`config.mk`:
```
export PLATFORM = sky130hd
export DESIGN_NAME = rob_cmt
export DESIGN_NICKNAME = d
export VERILOG_FILES = /design/src/rtl/rob_cmt.sv
export SDC_FILE = /design/constraint.sdc
export NUM_CORES = 2
export LEC_CHECK = 0
export BUFFER_PORTS_ARGS = -buffer_cell sky130_fd_sc_hd__buf_2
export CAP_MARGIN = 20
export CORE_MARGIN = 4
export CORE_UTILIZATION = 40
export CTS_CLUSTER_DIAMETER = 60
export DETAILED_ROUTE_END_ITERATION = 16
export GPL_TIMING_DRIVEN = 1
export PLACE_DENSITY = 0.67
export SKIP_CTS_REPAIR_TIMING = 1
export SYNTH_ARGS = -nofsm -noshare
export SYNTH_HDL_FRONTEND = slang
export SYNTH_SLANG_ARGS = --single-unit
```
`constraint.sdc`:
```
create_clock -name clk -period 2.2 [get_ports clk]
set_input_delay 0.44 -clock clk [delete_from_list [all_inputs] [get_ports clk]]
set_output_delay 0.44 -clock clk [all_outputs]
set_load 0.05 [all_outputs]
```
`src/rtl/rob_cmt.sv`:
```
// In-order commit buffer: allocates tags at dispatch, collects out-of-order
// write-back results by tag and retires them to the GPR port in program order.
module rob_cmt #(
    parameter int DEPTH  = 8,
    parameter int IDX_W  = 3,
    parameter int DATA_W = 64
) (
    input  logic              clk,
    input  logic              rstn,
    input  logic              flush,
    input  logic              disp_vld,
    output logic              disp_rdy,
    input  logic [4:0]        disp_rd,
    input  logic              disp_wen,
    output logic [IDX_W-1:0]  disp_tag,
    input  logic              wb_mul_vld,
    input  logic [IDX_W-1:0]  wb_mul_tag,
    input  logic [DATA_W-1:0] wb_mul_wdata,
    input  logic              wb_div_vld,
    input  logic [IDX_W-1:0]  wb_div_tag,
    input  logic [DATA_W-1:0] wb_div_wdata,
    input  logic              wb_lsu_vld,
    input  logic [IDX_W-1:0]  wb_lsu_tag,
    input  logic [DATA_W-1:0] wb_lsu_wdata,
    input  logic              wb_alu_vld,
    input  logic [IDX_W-1:0]  wb_alu_tag,
    input  logic [DATA_W-1:0] wb_alu_wdata,
    output logic              cmt_vld,
    output logic              cmt_wen,
    output logic [4:0]        cmt_rd,
    output logic [DATA_W-1:0] cmt_wdata,
    output logic [IDX_W:0]    cnt,
    output logic              empty,
    output logic              full
);

    localparam logic [IDX_W:0] PTR_ONE = {{IDX_W{1'b0}}, 1'b1};

    logic [IDX_W:0]    head_q, head_d;
    logic [IDX_W:0]    tail_q, tail_d;
    logic [DEPTH-1:0]  valid_q, valid_d;
    logic [DEPTH-1:0]  done_q, done_d;
    logic [DEPTH-1:0]  wen_q, wen_d;
    logic [4:0]        rd_q [DEPTH];
    logic [4:0]        rd_d [DEPTH];
    logic [DATA_W-1:0] data_q [DEPTH];
    logic [DATA_W-1:0] data_d [DEPTH];

    logic [IDX_W-1:0]  head_idx;
    logic [IDX_W-1:0]  tail_idx;
    logic              disp_acc;

    assign head_idx = head_q[IDX_W-1:0];
    assign tail_idx = tail_q[IDX_W-1:0];

    // The wrap bit distinguishes full from empty when the indices coincide.
    assign empty    = (head_q == tail_q);
    assign full     = (head_idx == tail_idx) && (head_q[IDX_W] != tail_q[IDX_W]);
    assign cnt      = tail_q - head_q;
    assign disp_rdy = !full;
    assign disp_tag = tail_idx;
    assign disp_acc = disp_vld && !full;

    always_comb begin
        cmt_vld   = valid_q[head_idx] && done_q[head_idx] && !flush;
        cmt_wen   = cmt_vld && wen_q[head_idx];
        cmt_rd    = cmt_vld ? rd_q[head_idx] : 5'd0;
        cmt_wdata = cmt_vld ? data_q[head_idx] : '0;
    end

    always_comb begin
        head_d  = head_q;
        tail_d  = tail_q;
        valid_d = valid_q;
        done_d  = done_q;
        wen_d   = wen_q;
        rd_d    = rd_q;
        data_d  = data_q;

        // Only pending entries accept a result; the if-chain gives mul > div > lsu > alu.
        for (int i = 0; i < DEPTH; i++) begin
            if (valid_q[i] && !done_q[i]) begin
                if (wb_mul_vld && wb_mul_tag == IDX_W'(i)) begin
                    done_d[i] = 1'b1;
                    data_d[i] = wb_mul_wdata;
                end else if (wb_div_vld && wb_div_tag == IDX_W'(i)) begin
                    done_d[i] = 1'b1;
                    data_d[i] = wb_div_wdata;
                end else if (wb_lsu_vld && wb_lsu_tag == IDX_W'(i)) begin
                    done_d[i] = 1'b1;
                    data_d[i] = wb_lsu_wdata;
                end else if (wb_alu_vld && wb_alu_tag == IDX_W'(i)) begin
                    done_d[i] = 1'b1;
                    data_d[i] = wb_alu_wdata;
                end
            end
        end

        if (cmt_vld) begin
            valid_d[head_idx] = 1'b0;
            done_d[head_idx]  = 1'b0;
            head_d            = head_q + PTR_ONE;
        end

        if (disp_acc) begin
            valid_d[tail_idx] = 1'b1;
            done_d[tail_idx]  = 1'b0;
            rd_d[tail_idx]    = disp_rd;
            wen_d[tail_idx]   = disp_wen && (disp_rd != 5'd0);
            tail_d            = tail_q + PTR_ONE;
        end

        if (flush) begin
            valid_d = '0;
            done_d  = '0;
            head_d  = '0;
            tail_d  = '0;
        end
    end

    always_ff @(posedge clk) begin
        if (!rstn) begin
            head_q  <= '0;
            tail_q  <= '0;
            valid_q <= '0;
            done_q  <= '0;
            wen_q   <= '0;
            for (int i = 0; i < DEPTH; i++) begin
                rd_q[i]   <= 5'd0;
                data_q[i] <= '0;
            end
        end else begin
            head_q  <= head_d;
            tail_q  <= tail_d;
            valid_q <= valid_d;
            done_q  <= done_d;
            wen_q   <= wen_d;
            rd_q    <= rd_d;
            data_q  <= data_d;
        end
    end

endmodule

```
**After elaboration in Yosys (flattened, before gate mapping)**

Index checks and enable logic that the tools add are counted.

- Logic and storage cells: 250
- Input bits: 282
- Output and inout port bits: 81
- Flip-flop bits (word level): 584

- $lt $le $gt $ge: 7
- $add $sub $neg: 3
- Equal/unequal tests: 31
- Reduce and logical (&&, ||, !) cells: 81
- Bitwise gates (word level): 9
- Muxes and demuxes: 98

Operator list:

| cell | count |
|---|---|
| 2-to-1 mux 64 bit | 35 |
| binary-select mux 64 bit (select 3 bit) | 1 |
| logical AND 1 bit | 49 |
| equality test 3 bit, second input constant | 16 |
| 2-to-1 mux 1 bit | 45 |
| bitwise mux 40 bit | 1 |
| 2-to-1 mux 8 bit | 4 |
| nonzero test 4 bit | 8 |
| bitwise AND 8 bit | 3 |
| equality test 3 x 2 -> 1 bit, second input constant | 8 |
| 2-to-1 mux 5 bit | 4 |
| inverter 8 bit | 2 |
| AND reduction 2 bit | 8 |
| binary-select mux 5 bit (select 3 bit) | 1 |
| demux 5 bit (select 3 bit) | 1 |
| equality test 3 x 1 -> 1 bit, second input constant | 4 |
| zero test 3 bit | 4 |
| zero test 1 bit | 10 |
| binary-select mux 1 bit (select 3 bit) | 3 |
| adder 4 x 1 -> 4 bit, second input constant | 2 |
| bitwise mux 8 bit | 1 |
| greater-or-equal comparator 4 bit, second input constant | 2 |
| less-than comparator 3 x 4 -> 1 bit, second input constant | 2 |
| inverter 3 -> 4 bit | 2 |
| 11 further kinds | 13 |

**Longest topological paths before layout**

- Depth after elaboration: 11
- Depth in mapped cells: 9
- Mapped depth without buffers: 7

**Worst setup path before layout**

Ideal clock, no wire load.

- Path kind: register to output
- Start: reg head_q[1]
- End: out cmt_wdata[59]
- Path buffers: 3
- Data required time: 1.760 ns
- Arrival time: 2.664 ns
- Stages on the path, launching flop included: 9
- Setup slack: -0.904 ns
- Path through: dfxtp_1 > buf_6 > nand2b_4 > buf_6 > o32a_1 > o211ai_2 > nand2_4 > buf_2 > a221oi_1

- Word-level cells in the longest chain between the ends: 5
- Elaborated cells between the ends (all ways): 11
- Classes of those cells: mux (8); bitwise (1); reduce/logical (2)

Ends and longest elaborated chain:

| item | RTL line | text |
|---|---|---|
| from (decl) | 39 | `logic [IDX_W:0] head_q, head_d;` |
| from (signal assigned) | 123 | `head_q <= '0;` |
| from (signal assigned) | 133 | `head_q <= head_d;` |
| inverter 3 -> 4 bit (implied by the code) or binary-select mux 1 bit (select 3 bit) (tied branches) | 68, 65 |  |
| binary-select mux 64 bit (select 3 bit) or 2-to-1 mux 1 bit (tied branches) | 68, 65 |  |
| 2-to-1 mux 64 bit (implied by the code) or logical AND 1 bit (tied branches) (2 in a row) | 68, 65 |  |
| 2-to-1 mux 64 bit (*) | 68 | `cmt_wdata = cmt_vld ? data_q[head_idx] : '0;` |
| to (decl) | 31 | `output logic [DATA_W-1:0] cmt_wdata,` |

Mark *: on every way between the ends. The rest lies on a longest branch, timed or not. The select of a mux whose other input is x is not followed.

**Worst setup path in the final report**

- Start: reg head_q[0]
- End: out cmt_wdata[10]

The elaborated chain is that of the path after synthesis.

==> metrics.yaml <==
outcome: "finished with violations"
violations: "setup timing"
vias: 43800
async_reset_ff_share_pct: 0
ys.flop_type: "dfxtp_1"
r2r_start: "head_q[2]$_SDFFE_PP0P_"
r2r-end: "rd_q[24]$_SDFFE_PN0P_"
synth_edf_count: 0
fin_ws_ns: -1.00
crit_start: "head_q[0]$_SDFFE_PP0P_"
grt_pass1_wl_um: 266000
critPathBufInv: 5
ys_seq_area_share_pct: 29.3
syn_nets: 5479
ys_ff_latch: 584
vias_per_cell: 6.59
p_clk_share_pct: 46.3
fin_crit_ns: 3.20
min_path_type: "in2reg"
initial_utilization_pct: 40.4
dieArea_sq_um: 105000
yosys.cell_types.count: 72
cp_cell_sequence: "buf_4 > mux2i_1 > o22ai_2 > o21ba_4 > nand2_8 > buf_12 > buf_6 > buf_6 > a221oi_4 > buf_12"
gp_congestion: 0.927
crit_path_end: "cmt_wdata[10]"
p_sw_uw: 7840
ant_nets: 0
numClockSinks: 584
crit_arrival_ns: 2.76
ir_worst_vdd_v: 0.000559
p_leak_uw: 0.0178
dr.pass1.iters: 6
pin_count: 363
endpoint_kind: "output port"
p_int_uw: 19400
rr_worst_depth: 10
antenna_found_initial: 56
rows: 115
crit_path_max_incr_delay_ns: 0.40
cp-start-kind: "flip-flop"
setup_viol: 135
max_cap_viol_count: 0
area_delta_synth_final_pct: 24.4
p_per_area_nw_per_um2: 549
finalMaxSlewViolations: 0
cts.path.max_buffers: 3
io_buffers: 362
worstHoldPathCells: 3
syn_avg_cell_area_sq_um: 7.67
cp_num_cells: 10
cp_top_family: "compound AO/OA/AOI/OAI gates"
syn_inst: 5191
cts_buffers: 73
max_freq_ghz: 0.312
grt_usage_pct: 33.3
drive_above_1_share_pct: 21.8
relSlewSlack_pct: 46.0
rsz0062_at_grt: "true"
synth_area_sq_um: 39800
post-route-period-util_pct: 146
worstMarginPinSlew_ns: 0.809
clk_pin_slew_ns: 0.07
hold_violations: 0
post-route-util_pct: 50.3
grt_max_degree: 129
synth_warnings: 0
worstSetupPathType: "reg2out"
fin_nets: 5556
die_y_um: 324
die_w_um: 324
drt_iter0_markers: 6020
combinationalPowerShare_pct: 14.5
drcViolationCount: 0
insertion_delay_ns: 0.64
grt_pass1_vias: 40100
dpl.hpwl_um: 120000
grt_overflow: 0
netSwitchingFraction_pct: 28.8
slowest_stage: "dfxtp_4"
tritoncts: "yes"
coreArea_sq_um: 98600
holdWs_ns: 0.127
seqPwrFrac_pct: 39.2
cp.required_ns: 1.76
wl_per_cell_um: 27.6
crit_fanout: 8
clock_skew_ns: 0.0213
wl_um: 184000
h-tree-depth: 3
root_buffer: "clkbuf_16"
rrSetupSlack_ns: -0.18
## power groups by stage
stage / combinational [uW] / clock, uW / sequential (uW)
after floorplan: 2640 / 0 / 10900
after global placement: 3740 / 0 / 10900
after detailed placement: 3800 / 0 / 10900
after CTS: 3820 / 12600 / 10700
after global routing: 4220 / 13000 / 10700
final: 3950 / 12600 / 10700
## worst min-delay path by stage
stage	from	endpoint	slack [ns]
6_report	rstn	data_q[77]$_SDFFE_PN0P_	0.13
5_1_grt	rstn	data_q[460]$_SDFFE_PN0P_	0.13
2_1_floorplan	rd_q[22]$_SDFFE_PN0P_	rd_q[22]$_SDFFE_PN0P_	0.48
3_5_place_dp	rd_q[26]$_SDFFE_PN0P_	rd_q[26]$_SDFFE_PN0P_	0.50
4_1_cts	rstn	data_q[461]$_SDFFE_PN0P_	0.09
3_3_place_gp	rd_q[36]$_SDFFE_PN0P_	rd_q[36]$_SDFFE_PN0P_	0.49
## worst min-delay path, stage by stage
cell and delay (ns):
buf_8 0.15, o21ai_0 0.09, a21oi_1 0.04
## metrics by stage
step / total power, uW / worst slack [ns] / setup TNS, ns / instance area [sq um] / cells
2_1_floorplan: 13500 / -0.338 / -15.59 / 40700 / 5191
3_3_place_gp: 14600 / -0.323 / -17.91 / 46100 / 6450
3_5_place_dp: 14700 / -0.360 / -23.61 / 46100 / 6450
4_1_cts: 27100 / -1.06 / -76.14 / 48500 / 6584
5_1_grt: 27900 / -1.07 / -80.95 / 49500 / 6636
6_report: 27200 / -1.00 / -69.76 / 49600 / 6650
## Yosys cell counts, types with 12 or more instances
cell / instances / area (sq um)
nor4_2: 37 / 463
o221ai_1: 77 / 674
o21ai_1: 27 / 135
nor2b_1: 48 / 300
buf_1: 92 / 345
o21ai_0: 519 / 2600
a211oi_2: 14 / 175
a21oi_1: 1053 / 5270
buf_6: 58 / 653
nor2_1: 551 / 2070
clkbuf_2: 17 / 85.1
nand3_1: 12 / 60.1
inv_1: 15 / 56.3
and4b_1: 12 / 120
o22ai_1: 121 / 757
buf_2: 72 / 360
nand2_1: 16 / 60.1
mux2i_1: 577 / 5780
dfxtp_1: 584 / 11700
buf_4: 23 / 173
o22a_1: 35 / 307
a211oi_1: 516 / 3870
clkbuf_1: 543 / 2040
mux2_2: 32 / 360
## state kept, by name, summed over array words and instances, names as in the netlist
| signal | cells |
|---|---|
| done_q | 8 |
| valid_q | 8 |
| tail_q | 4 |
| wen_q | 8 |
| head_q | 4 |
| rd_q | 40 |
| data_q | 512 |
## cells in the final DEF (no fill, tap or decap), drive strengths merged, types with 5 or more instances in the layout
master / n
a211oi: 530
a21oi: 1053
a311oi: 5
and2: 9
and3: 11
and4b: 12
and4bb: 8
buf: 804
bufinv: 5
clkbuf: 98
clkinv: 19
clkinvlp: 5
dfxtp: 584
diode: 36
ha: 5
inv: 28
mux2: 32
mux2i: 577
mux4: 5
nand2: 18
nand2b: 10
nand3: 14
nor2: 551
nor2b: 48
nor3: 8
nor4: 40
o2111ai: 5
o21ai: 548
o221ai: 77
o22a: 35
o22ai: 121
o41ai: 8
xnor2: 5
## per-layer routing
layer	vias up	global-route usage, %	wire length (um)
met5	-	0	211
met4	34	20.1	11400
met3	712	8.98	23900
met2	3201	47.8	76000
met1	20500	44.5	72100
li1	19400	-	-
## area by class of cell
| class | instances | area, sq um |
|---|---|---|
| sequential | 584 | 11700 |
| inverter | 18 | 78.8 |
| timing repair buffer | 807 | 8070 |
| clock buffer | 95 | 2030 |
| clock inverter | 39 | 424 |
| antenna | 36 | 90.1 |
| tap | 1287 | 1610 |
| fill | 9189 | 49000 |
| multi-input combinational | 3784 | 25600 |
## logic make-up (layout without fill, tap and decap cells)
logic type	after synthesis	count (layout)	share of synthesized area, %
AOI/OAI and AO/OA	2401	2401	35.7
xor gates and xnor gates	6	6	0.179
adders and majority gates	6	6	0.207
buffers and inverters	823	959	9.34
DFF	584	584	29.3
muxes	614	614	15.7
other	0	36	0
and+or+nand+nor	757	757	9.50
(Power assumes the default switching activity.)
